[config.mk]
export PLATFORM = sky130hd
export DESIGN_NAME = scoreboard_flat
export DESIGN_NICKNAME = d
export VERILOG_FILES = /design/src/rtl/scoreboard_if.sv /design/src/rtl/scoreboard.sv /design/src/flat_wrapper.sv
export SDC_FILE = /design/constraint.sdc
export NUM_CORES = 1
export LEC_CHECK = 0
export BUFFER_PORTS_ARGS = -buffer_cell sky130_fd_sc_hd__buf_4
export CAP_MARGIN = 25
export CORE_MARGIN = 2
export CORE_UTILIZATION = 60
export CTS_CLUSTER_SIZE = 14
export DETAILED_ROUTE_END_ITERATION = 10
export PLACE_DENSITY = 0.78
export SLEW_MARGIN = 20
export SYNTH_ARGS = -nofsm -noshare
export SYNTH_HDL_FRONTEND = slang
export SYNTH_SLANG_ARGS = --single-unit
[constraint.sdc]
create_clock -name clk -period 7.6 [get_ports clk]
set_input_delay 0.76 -clock clk [delete_from_list [all_inputs] [get_ports clk]]
set_output_delay 0.76 -clock clk [all_outputs]
set_load 0.02 [all_outputs]
[src/rtl/scoreboard_if.sv]
// Issue/retire handshake bundle between the decode/pipeline control and the scoreboard.
interface scoreboard_if;
  logic       issue_valid;
  logic [4:0] issue_rs1;
  logic [4:0] issue_rs2;
  logic       issue_rs1_used;
  logic       issue_rs2_used;
  logic [4:0] issue_rd;
  logic       issue_wb_en;
  logic       issue_is_load;
  logic       flush;
  logic       wb_valid;
  logic [4:0] wb_rd;
  logic       wb_wen;
  logic       wb_is_load;
  logic       issue_ready;
  logic       stall;

  modport master (
    output issue_valid, issue_rs1, issue_rs2, issue_rs1_used, issue_rs2_used,
    output issue_rd, issue_wb_en, issue_is_load, flush,
    output wb_valid, wb_rd, wb_wen, wb_is_load,
    input  issue_ready, stall
  );

  modport slave (
    input  issue_valid, issue_rs1, issue_rs2, issue_rs1_used, issue_rs2_used,
    input  issue_rd, issue_wb_en, issue_is_load, flush,
    input  wb_valid, wb_rd, wb_wen, wb_is_load,
    output issue_ready, stall
  );
endinterface

[src/rtl/scoreboard.sv]
// Register scoreboard for a 5-stage pipeline: tracks in-flight writes per GPR,
// stalls only on load-use hazards and on counter saturation.
// Optional SCOREBOARD_STAT_EN adds a saturating 64-bit stall-cycle counter.
module scoreboard #(
  parameter int unsigned CNT_W = 2
) (
  input  logic         clk,
  input  logic         rst,
  scoreboard_if.slave  sb,
`ifdef SCOREBOARD_STAT_EN
  output logic [63:0]  stall_cycles,
`endif
  output logic         err
);

  localparam int unsigned NREG     = 32;
  localparam int unsigned STAT_W   = 64;
  localparam logic [CNT_W-1:0] CNT_MAX = '1;

  logic [CNT_W-1:0] wcnt_q [NREG];
  logic [CNT_W-1:0] wcnt_d [NREG];
  logic [CNT_W-1:0] lcnt_q [NREG];
  logic [CNT_W-1:0] lcnt_d [NREG];
  logic             err_q;
  logic             err_d;

  logic             src1_haz_c;
  logic             src2_haz_c;
  logic             sat_haz_c;
  logic             stall_c;
  logic             accept_c;

  logic [NREG-1:0]  iss_w_c;
  logic [NREG-1:0]  iss_l_c;
  logic [NREG-1:0]  ret_w_c;
  logic [NREG-1:0]  ret_l_c;

  // One counter step: issue and retire in the same cycle cancel; retire clamps at zero.
  function automatic logic [CNT_W-1:0] cnt_step(input logic [CNT_W-1:0] c,
                                                input logic inc, input logic dec);
    logic [CNT_W-1:0] n;
    n = c;
    if (inc && !dec) begin
      n = c + CNT_W'(1);
    end else if (dec && !inc && (c != '0)) begin
      n = c - CNT_W'(1);
    end
    return n;
  endfunction

  // Hazard detection on pre-retire counter values; only loads block consumers.
  always_comb begin
    src1_haz_c = sb.issue_valid & sb.issue_rs1_used & (sb.issue_rs1 != 5'd0) &
                 (lcnt_q[sb.issue_rs1] != '0);
    src2_haz_c = sb.issue_valid & sb.issue_rs2_used & (sb.issue_rs2 != 5'd0) &
                 (lcnt_q[sb.issue_rs2] != '0);
    sat_haz_c  = sb.issue_valid & sb.issue_wb_en & (sb.issue_rd != 5'd0) &
                 (wcnt_q[sb.issue_rd] == CNT_MAX);
    stall_c    = (src1_haz_c | src2_haz_c | sat_haz_c) & ~sb.flush;
    accept_c   = sb.issue_valid & ~stall_c & ~sb.flush;
  end

  assign sb.stall       = stall_c;
  assign sb.issue_ready = accept_c;
  assign err            = err_q;

  // Per-register issue/retire event decode; x0 is never tracked.
  always_comb begin
    iss_w_c = '0;
    iss_l_c = '0;
    ret_w_c = '0;
    ret_l_c = '0;
    for (int r = 1; r < NREG; r++) begin
      iss_w_c[r] = accept_c & sb.issue_wb_en & (sb.issue_rd == 5'(r));
      iss_l_c[r] = iss_w_c[r] & sb.issue_is_load;
      ret_w_c[r] = sb.wb_valid & sb.wb_wen & (sb.wb_rd == 5'(r));
      ret_l_c[r] = ret_w_c[r] & sb.wb_is_load;
    end
  end

  // Counter next-state and sticky underflow detection.
  always_comb begin
    err_d = err_q;
    for (int r = 0; r < NREG; r++) begin
      wcnt_d[r] = cnt_step(wcnt_q[r], iss_w_c[r], ret_w_c[r]);
      lcnt_d[r] = cnt_step(lcnt_q[r], iss_l_c[r], ret_l_c[r]);
      if ((ret_w_c[r] && !iss_w_c[r] && (wcnt_q[r] == '0)) ||
          (ret_l_c[r] && !iss_l_c[r] && (lcnt_q[r] == '0))) begin
        err_d = 1'b1;
      end
    end
  end

  // Counter and error state registers; reset wins over any same-cycle event.
  always_ff @(posedge clk) begin
    if (rst) begin
      for (int r = 0; r < NREG; r++) begin
        wcnt_q[r] <= '0;
        lcnt_q[r] <= '0;
      end
      err_q <= 1'b0;
    end else begin
      wcnt_q <= wcnt_d;
      lcnt_q <= lcnt_d;
      err_q  <= err_d;
    end
  end

`ifdef SCOREBOARD_STAT_EN
  logic [STAT_W-1:0] stall_cycles_q;
  logic [STAT_W-1:0] stall_cycles_d;

  // Saturating count of stalled cycles.
  always_comb begin
    stall_cycles_d = stall_cycles_q;
    if (stall_c && (stall_cycles_q != '1)) begin
      stall_cycles_d = stall_cycles_q + STAT_W'(1);
    end
  end

  // Stall statistics register.
  always_ff @(posedge clk) begin
    if (rst) begin
      stall_cycles_q <= '0;
    end else begin
      stall_cycles_q <= stall_cycles_d;
    end
  end

  assign stall_cycles = stall_cycles_q;
`endif

endmodule

[src/flat_wrapper.sv]
// flat-port wrapper written by rule: the top's interface ports become plain ports
module scoreboard_flat 
#(
  parameter int unsigned CNT_W = 2
)
  (clk, rst, err, sb_issue_valid, sb_issue_rs1, sb_issue_rs2, sb_issue_rs1_used, sb_issue_rs2_used, sb_issue_rd, sb_issue_wb_en, sb_issue_is_load, sb_flush, sb_wb_valid, sb_wb_rd, sb_wb_wen, sb_wb_is_load, sb_issue_ready, sb_stall);
  scoreboard_if sb_i ();
  input  logic clk;
  input  logic rst;
  output logic err;
  input wire logic [$bits(sb_i.issue_valid)-1:0] sb_issue_valid;
  input wire logic [$bits(sb_i.issue_rs1)-1:0] sb_issue_rs1;
  input wire logic [$bits(sb_i.issue_rs2)-1:0] sb_issue_rs2;
  input wire logic [$bits(sb_i.issue_rs1_used)-1:0] sb_issue_rs1_used;
  input wire logic [$bits(sb_i.issue_rs2_used)-1:0] sb_issue_rs2_used;
  input wire logic [$bits(sb_i.issue_rd)-1:0] sb_issue_rd;
  input wire logic [$bits(sb_i.issue_wb_en)-1:0] sb_issue_wb_en;
  input wire logic [$bits(sb_i.issue_is_load)-1:0] sb_issue_is_load;
  input wire logic [$bits(sb_i.flush)-1:0] sb_flush;
  input wire logic [$bits(sb_i.wb_valid)-1:0] sb_wb_valid;
  input wire logic [$bits(sb_i.wb_rd)-1:0] sb_wb_rd;
  input wire logic [$bits(sb_i.wb_wen)-1:0] sb_wb_wen;
  input wire logic [$bits(sb_i.wb_is_load)-1:0] sb_wb_is_load;
  output wire logic [$bits(sb_i.issue_ready)-1:0] sb_issue_ready;
  output wire logic [$bits(sb_i.stall)-1:0] sb_stall;
  assign sb_i.issue_valid = sb_issue_valid;
  assign sb_i.issue_rs1 = sb_issue_rs1;
  assign sb_i.issue_rs2 = sb_issue_rs2;
  assign sb_i.issue_rs1_used = sb_issue_rs1_used;
  assign sb_i.issue_rs2_used = sb_issue_rs2_used;
  assign sb_i.issue_rd = sb_issue_rd;
  assign sb_i.issue_wb_en = sb_issue_wb_en;
  assign sb_i.issue_is_load = sb_issue_is_load;
  assign sb_i.flush = sb_flush;
  assign sb_i.wb_valid = sb_wb_valid;
  assign sb_i.wb_rd = sb_wb_rd;
  assign sb_i.wb_wen = sb_wb_wen;
  assign sb_i.wb_is_load = sb_wb_is_load;
  assign sb_issue_ready = sb_i.issue_ready;
  assign sb_stall = sb_i.stall;
  scoreboard #(.CNT_W(CNT_W)) u_core (.clk(clk), .rst(rst), .sb(sb_i), .err(err));
endmodule
**After elaboration in Yosys (flattened, before gate mapping)**

Index checks and enable logic that the tools add are counted.

- Bits in registers: 125
- Bits of input ports: 31
- Output and inout bits: 3
- Word-level logic and storage cells: 1157

- Add/subtract/negate cells: 124
- Order comparisons: 3
- Eq/ne operators: 63
- Muxes and demuxes: 164
- Bitwise gates (word level): 145
- Reduce and logical (&&, ||, !) cells: 595

Operators by type and width:

| cell | count |
|---|---|
| two-way mux 2 bit | 130 |
| nonzero test 2 bit | 126 |
| logical AND 1 bit | 248 |
| equality test 5 bit, second input constant | 32 |
| bitwise AND 1 bit | 138 |
| adder 2 x 1 -> 2 bit, second input constant | 62 |
| logical NOT 1 bit | 124 |
| logical NOT 2 bit | 62 |
| subtractor 2 x 1 -> 2 bit, second input constant | 62 |
| equality test 5 x 4 -> 1 bit, second input constant | 16 |
| equality test 5 x 3 -> 1 bit, second input constant | 8 |
| logical OR 1 bit | 31 |
| two-way mux 1 bit | 31 |
| nonzero test 31 bit | 1 |
| binary-select mux 2 bit (select 5 bit) | 3 |
| equality test 5 x 2 -> 1 bit, second input constant | 4 |
| >= comparator 6 bit, second input constant | 3 |
| NOT 5 -> 6 bit | 3 |
| nonzero test 5 bit | 3 |
| equality test 5 x 1 -> 1 bit, second input constant | 2 |
| equality test 2 bit, second input constant | 1 |
| NOT 1 bit | 2 |
| OR 1 bit | 2 |

**Logic depth before layout (Yosys ltp)**

- Depth after elaboration: 50
- Mapped depth: 15

**Worst setup path before layout**

OpenSTA, ideal clock, no wires.

- Path kind: input port to output port
- From: input sb_issue_rd[0]
- To: output sb_issue_ready
- Arrival: 3016 ps
- Required time: 6840 ps
- Path slack: 3824 ps
- Stages: 8
- Path buffers: 2
- Path through: buf_6 > buf_12 > mux4_1 > a22oi_1 > a22oi_1 > nor2_1 > nand2_1 > nor4b_1

- Cells in the longest elaborated chain, start to end: 11
- Elaborated cells between the ends (all ways): 13

Ends and longest elaborated chain:

| element | line | RTL |
|---|---|---|
| start, declared | flat_wrapper.sv:16 | `input wire logic [$bits(sb_i.issue_rd)-1:0] sb_issue_rd;` |
| NOT 5 -> 6 bit (implied by the code) | scoreboard.sv:58 | `(wcnt_q[sb.issue_rd] == CNT_MAX);` |
| binary-select mux 2 bit (select 5 bit) | scoreboard.sv:58 |  |
| two-way mux 2 bit (implied by the code) (2 in a row) | scoreboard.sv:58 |  |
| equality test 2 bit | scoreboard.sv:58 |  |
| bitwise AND 1 bit (*) | scoreboard.sv:57 | `sat_haz_c = sb.issue_valid & sb.issue_wb_en & (sb.issue_rd != 5'd0) &` |
| OR 1 bit (*) | scoreboard.sv:59 | `stall_c = (src1_haz_c \| src2_haz_c \| sat_haz_c) & ~sb.flush;` |
| bitwise AND 1 bit (*) | scoreboard.sv:59 |  |
| NOT 1 bit (*) | scoreboard.sv:60 | `accept_c = sb.issue_valid & ~stall_c & ~sb.flush;` |
| bitwise AND 1 bit (*) (2 in a row) | scoreboard.sv:60 |  |
| end, declared | flat_wrapper.sv:24 | `output wire logic [$bits(sb_i.issue_ready)-1:0] sb_issue_ready;` |

Every way passes the cells marked *; elsewhere a longest branch is shown, timed or not. The select of a mux whose other input is x is not followed.

**Final worst setup path**

Same ends and word-level chain as after synthesis.

==> results.md <==
- Outcome: complete, no violations
- Vias in the first global route: 9,576
- Residual DRC: 0
- Synth Cell Area: approximately 0.0094 mm^2
- Final hold viol count: 0
- Max cap viols: 0
- Postcts setup bufs: 0
- DRT Pass-1 Iters: 7
- Die W: 129 um
- EDFF count, synth: 0
- Rel. slew slack: 0.264
- Compound-Gate Fraction of Synth Area: 0.276
- Main synth FF type: dfxtp_1
- Htree depth: 4
- WL/cell: 24.8 um
- Worst-Margin Slew: 1100 ps
- CP max stage delay: 550 ps
- Met1 Track Usage GR: 0.547
- Syn Nets: 1,291
- Initial DRC count: 1,733
- Setup Skew: 7.89 ps
- Initial Utilization: 0.615
- DP Cell Count: 1,431
- Synth Register Bits: 125
- GR met3 Demand/Resource: 0.145
- Synthesized-area fraction occupied by adder cells: 0
- IO Pins: 34
- Unique masters post-synth: 80
- DIE AREA: 0.0166 mm^2
- TritonCTS clock tree: built
- GRT Overall Usage: 0.439
- Global route overflow: 0
- Tcrit/Tclk final: 0.562
- Row count: 45
- Area Growth Syn to Fin: 9.26%
- Startpoint types: input port
- IO Port Bufs: 33
- Post-route setup TNS: 0 ps
- Initial antenna violation count: 0
- Chip Height: between 100 and 150 um
- Reg clk slew, reported paths: 60 ps
- Longest Clk Path Bufs: 2
- Final Core Density: 0.672
- Avg Vias per Cell: around 7.3
- Crit path capture type: output port
- LEAKAGE: 0.00340 uW
- Simple-gate share of the synthesized area: 0.339
- Post-Route WL: approximately 36 mm
- DP Wirelength: 26.6 mm
- Most common cell on crit path: buf_4
- Largest family of logic cells by synthesized area: simple AND/OR/NAND/NOR gates
- CP delay by family, top: simple AND/OR/NAND/NOR gates
- RD Place Congestion: 1.06
- Worst EP required: approximately 7000 ps
- Largest net degree at the start of global routing: 98
- Placed Area: about 0.0096 mm^2
- Avg Cell Area, Syn: roughly 7.4 um^2
- First-pass GRT wire length: 54.8 mm
- Count of clock tree sinks: roughly 130
- # fillers: about 1,300
- HP Class: reg -> reg
- Max-slew violations: 0
- Layout cell share with drive strength beyond 1: 0.0933
- Core Box Area: 0.0152 mm^2
- Multiplexer share of the synthesized area: 0.0765
- Design area: a little over 0.01 mm^2
- CP Class: in -> out
- Async SR Flop Fraction: 0
- Minimum clock period: about 4300 ps
- Crit path buf inv count: 2
- Final setup fails: 0
- Busiest grt layer: met2
- Crit path cell chain: buf_4 -> mux4_2 -> or2_2 -> nand3_1 -> a22oi_1 -> nor2_1 -> nand2_1 -> nor4b_1 -> buf_4
- Post-synthesis xor/xnor area fraction: 0
- Hold path startpoint: u_core.wcnt_q[37]$_SDFFE_PP0P_
- Number of synthesis warnings: 0
- TritonCTS Buffers: 17
- Worst-Skew Late Latency: about 440 ps
- Design Power: about 1700 uW
- RSZ-0062 raised after global routing: false
- Final net count: 1,293
- Peak supply drop: 208 uV
- Commonest non-fill, non-tap cell in the layout: nor2_1
- CP arrival: 3510 ps
- Max frequency: 234 MHz
- PwrDens: 166 mW/mm^2
- Diode count: 0
- Commonest non-fill, non-tap cells in the layout: nor2_1 (142), dfxtp_1 (125), nand2_1 (115), nor3_1 (115), a21oi_1 (110)
- Remaining antenna violation count: 0
- Critical Path Slowest Stage Cell: mux4_2
- Post-Layout Cell Count: between 1,000 and 1,500
- Post-synthesis sequential area ratio: 0.268
- Largest fanout on the critical path: 25
- Hold_buf cts: 0
- Root Driver: clkbuf_16
- Reg-to-reg startpoint: u_core.lcnt_q[57]$_SDFFE_PP0P_
- CP Launch Point: sb_issue_rd[0]
- Cell count after synthesis: between 1,000 and 1,500
- Via count: 10,600
- Post_cts resized: 0
- Met2 Track Usage GR: 0.678
==> Yosys cell counts (all sizes together) (3+ instances only) <==
master,instances,share of area
nor2,145,0.060
o211ai,5,0.0051
a21oi,111,0.060
a2111oi,15,0.018
buf,22,0.017
nand3,60,0.032
or2,14,0.0094
and2,12,0.0080
or4,4,0.0032
a211oi,51,0.041
nand4,23,0.015
clkbuf,34,0.014
o211a,4,0.0043
or3,8,0.0054
nor2b,11,0.0074
a21o,21,0.017
mux4,20,0.052
o21a,40,0.032
dfxtp,125,0.27
nor3,119,0.067
o2111ai,4,0.0037
nand2b,40,0.029
inv,25,0.010
nand2,115,0.046
and3,24,0.016
o21ai,58,0.031
a21boi,16,0.013
a41oi,4,0.0037
a22oi,11,0.0088
a31oi,16,0.011
nor4,30,0.022
nor4b,5,0.0054
mux2i,22,0.024
nor3b,3,0.0024
a311oi,5,0.0047
nand3b,6,0.0048
a32oi,5,0.0047
==> final timing paths <==
kind	to	cells after the start	slack, ps
worst max-delay path	sb_issue_ready	9	3330
worst min register to register	u_core.wcnt_q[37]$_SDFFE_PP0P_	2	520
worst min-delay path	u_core.wcnt_q[37]$_SDFFE_PP0P_	2	520
worst max register to register	u_core.err$_SDFFE_PP0P_	10	3560
==> per-stage QoR <==
step / setup WS [ps] / hold slack, ps
2_1_floorplan: 3820 / 467
3_3_place_gp: 3190 / 488
3_5_place_dp: 3120 / 502
4_1_cts: 3390 / 512
5_1_grt: 3290 / 524
6_report: 3330 / 516
==> worst reg2reg max path: cells and delay by family (launching register included) <==
family / cells / cell delay (ps)
flops: 1 / 350
simple gates: 5 / 2030
compound gates: 5 / 1500
==> power breakdown <==
part | internal, uW | switching, uW | total (uW)
Clock | 528 | 357 | 885
Combinational | 45.3 | 111 | 156
Sequential | 657 | 2.48 | 659
Total | 1230 | 470 | 1700
==> per-layer routing <==
metal,vias to the layer above,routed length [um]
li1,4784,-
met1,4889,13800
met2,760,15700
met3,179,4740
met4,0,2130
met5,-,0
==> registers in the layout (all words and copies together) (netlist names) <==
name,cells
u_core.wcnt_q,62
u_core.err,1
u_core.lcnt_q,62
==> kinds of logic (layout without fill, tap and decap cells) <==
family	count (synthesis)	after routing
AND/OR/NAND/NOR	625	625
buffers and inverters	81	96
AO/OA/AOI/OAI	386	386
flip-flops	125	125
multiplexers	43	43
==> area by class of cell <==
| class | instances | area, um^2 | share of cell area |
|---|---|---|---|
| multi-input cells | 1054 | 6470 | 0.633 |
| flip-flops and latches | 125 | 2500 | 0.245 |
| clock buffers | 17 | 425 | 0.0416 |
| repair buffers | 39 | 293 | 0.0287 |
| well taps | 188 | 235 | 0.0230 |
| clock inverters | 15 | 199 | 0.0195 |
| inverters | 25 | 93.8 | 0.00919 |
No activity file was read; power rests on OpenSTA's default activity.
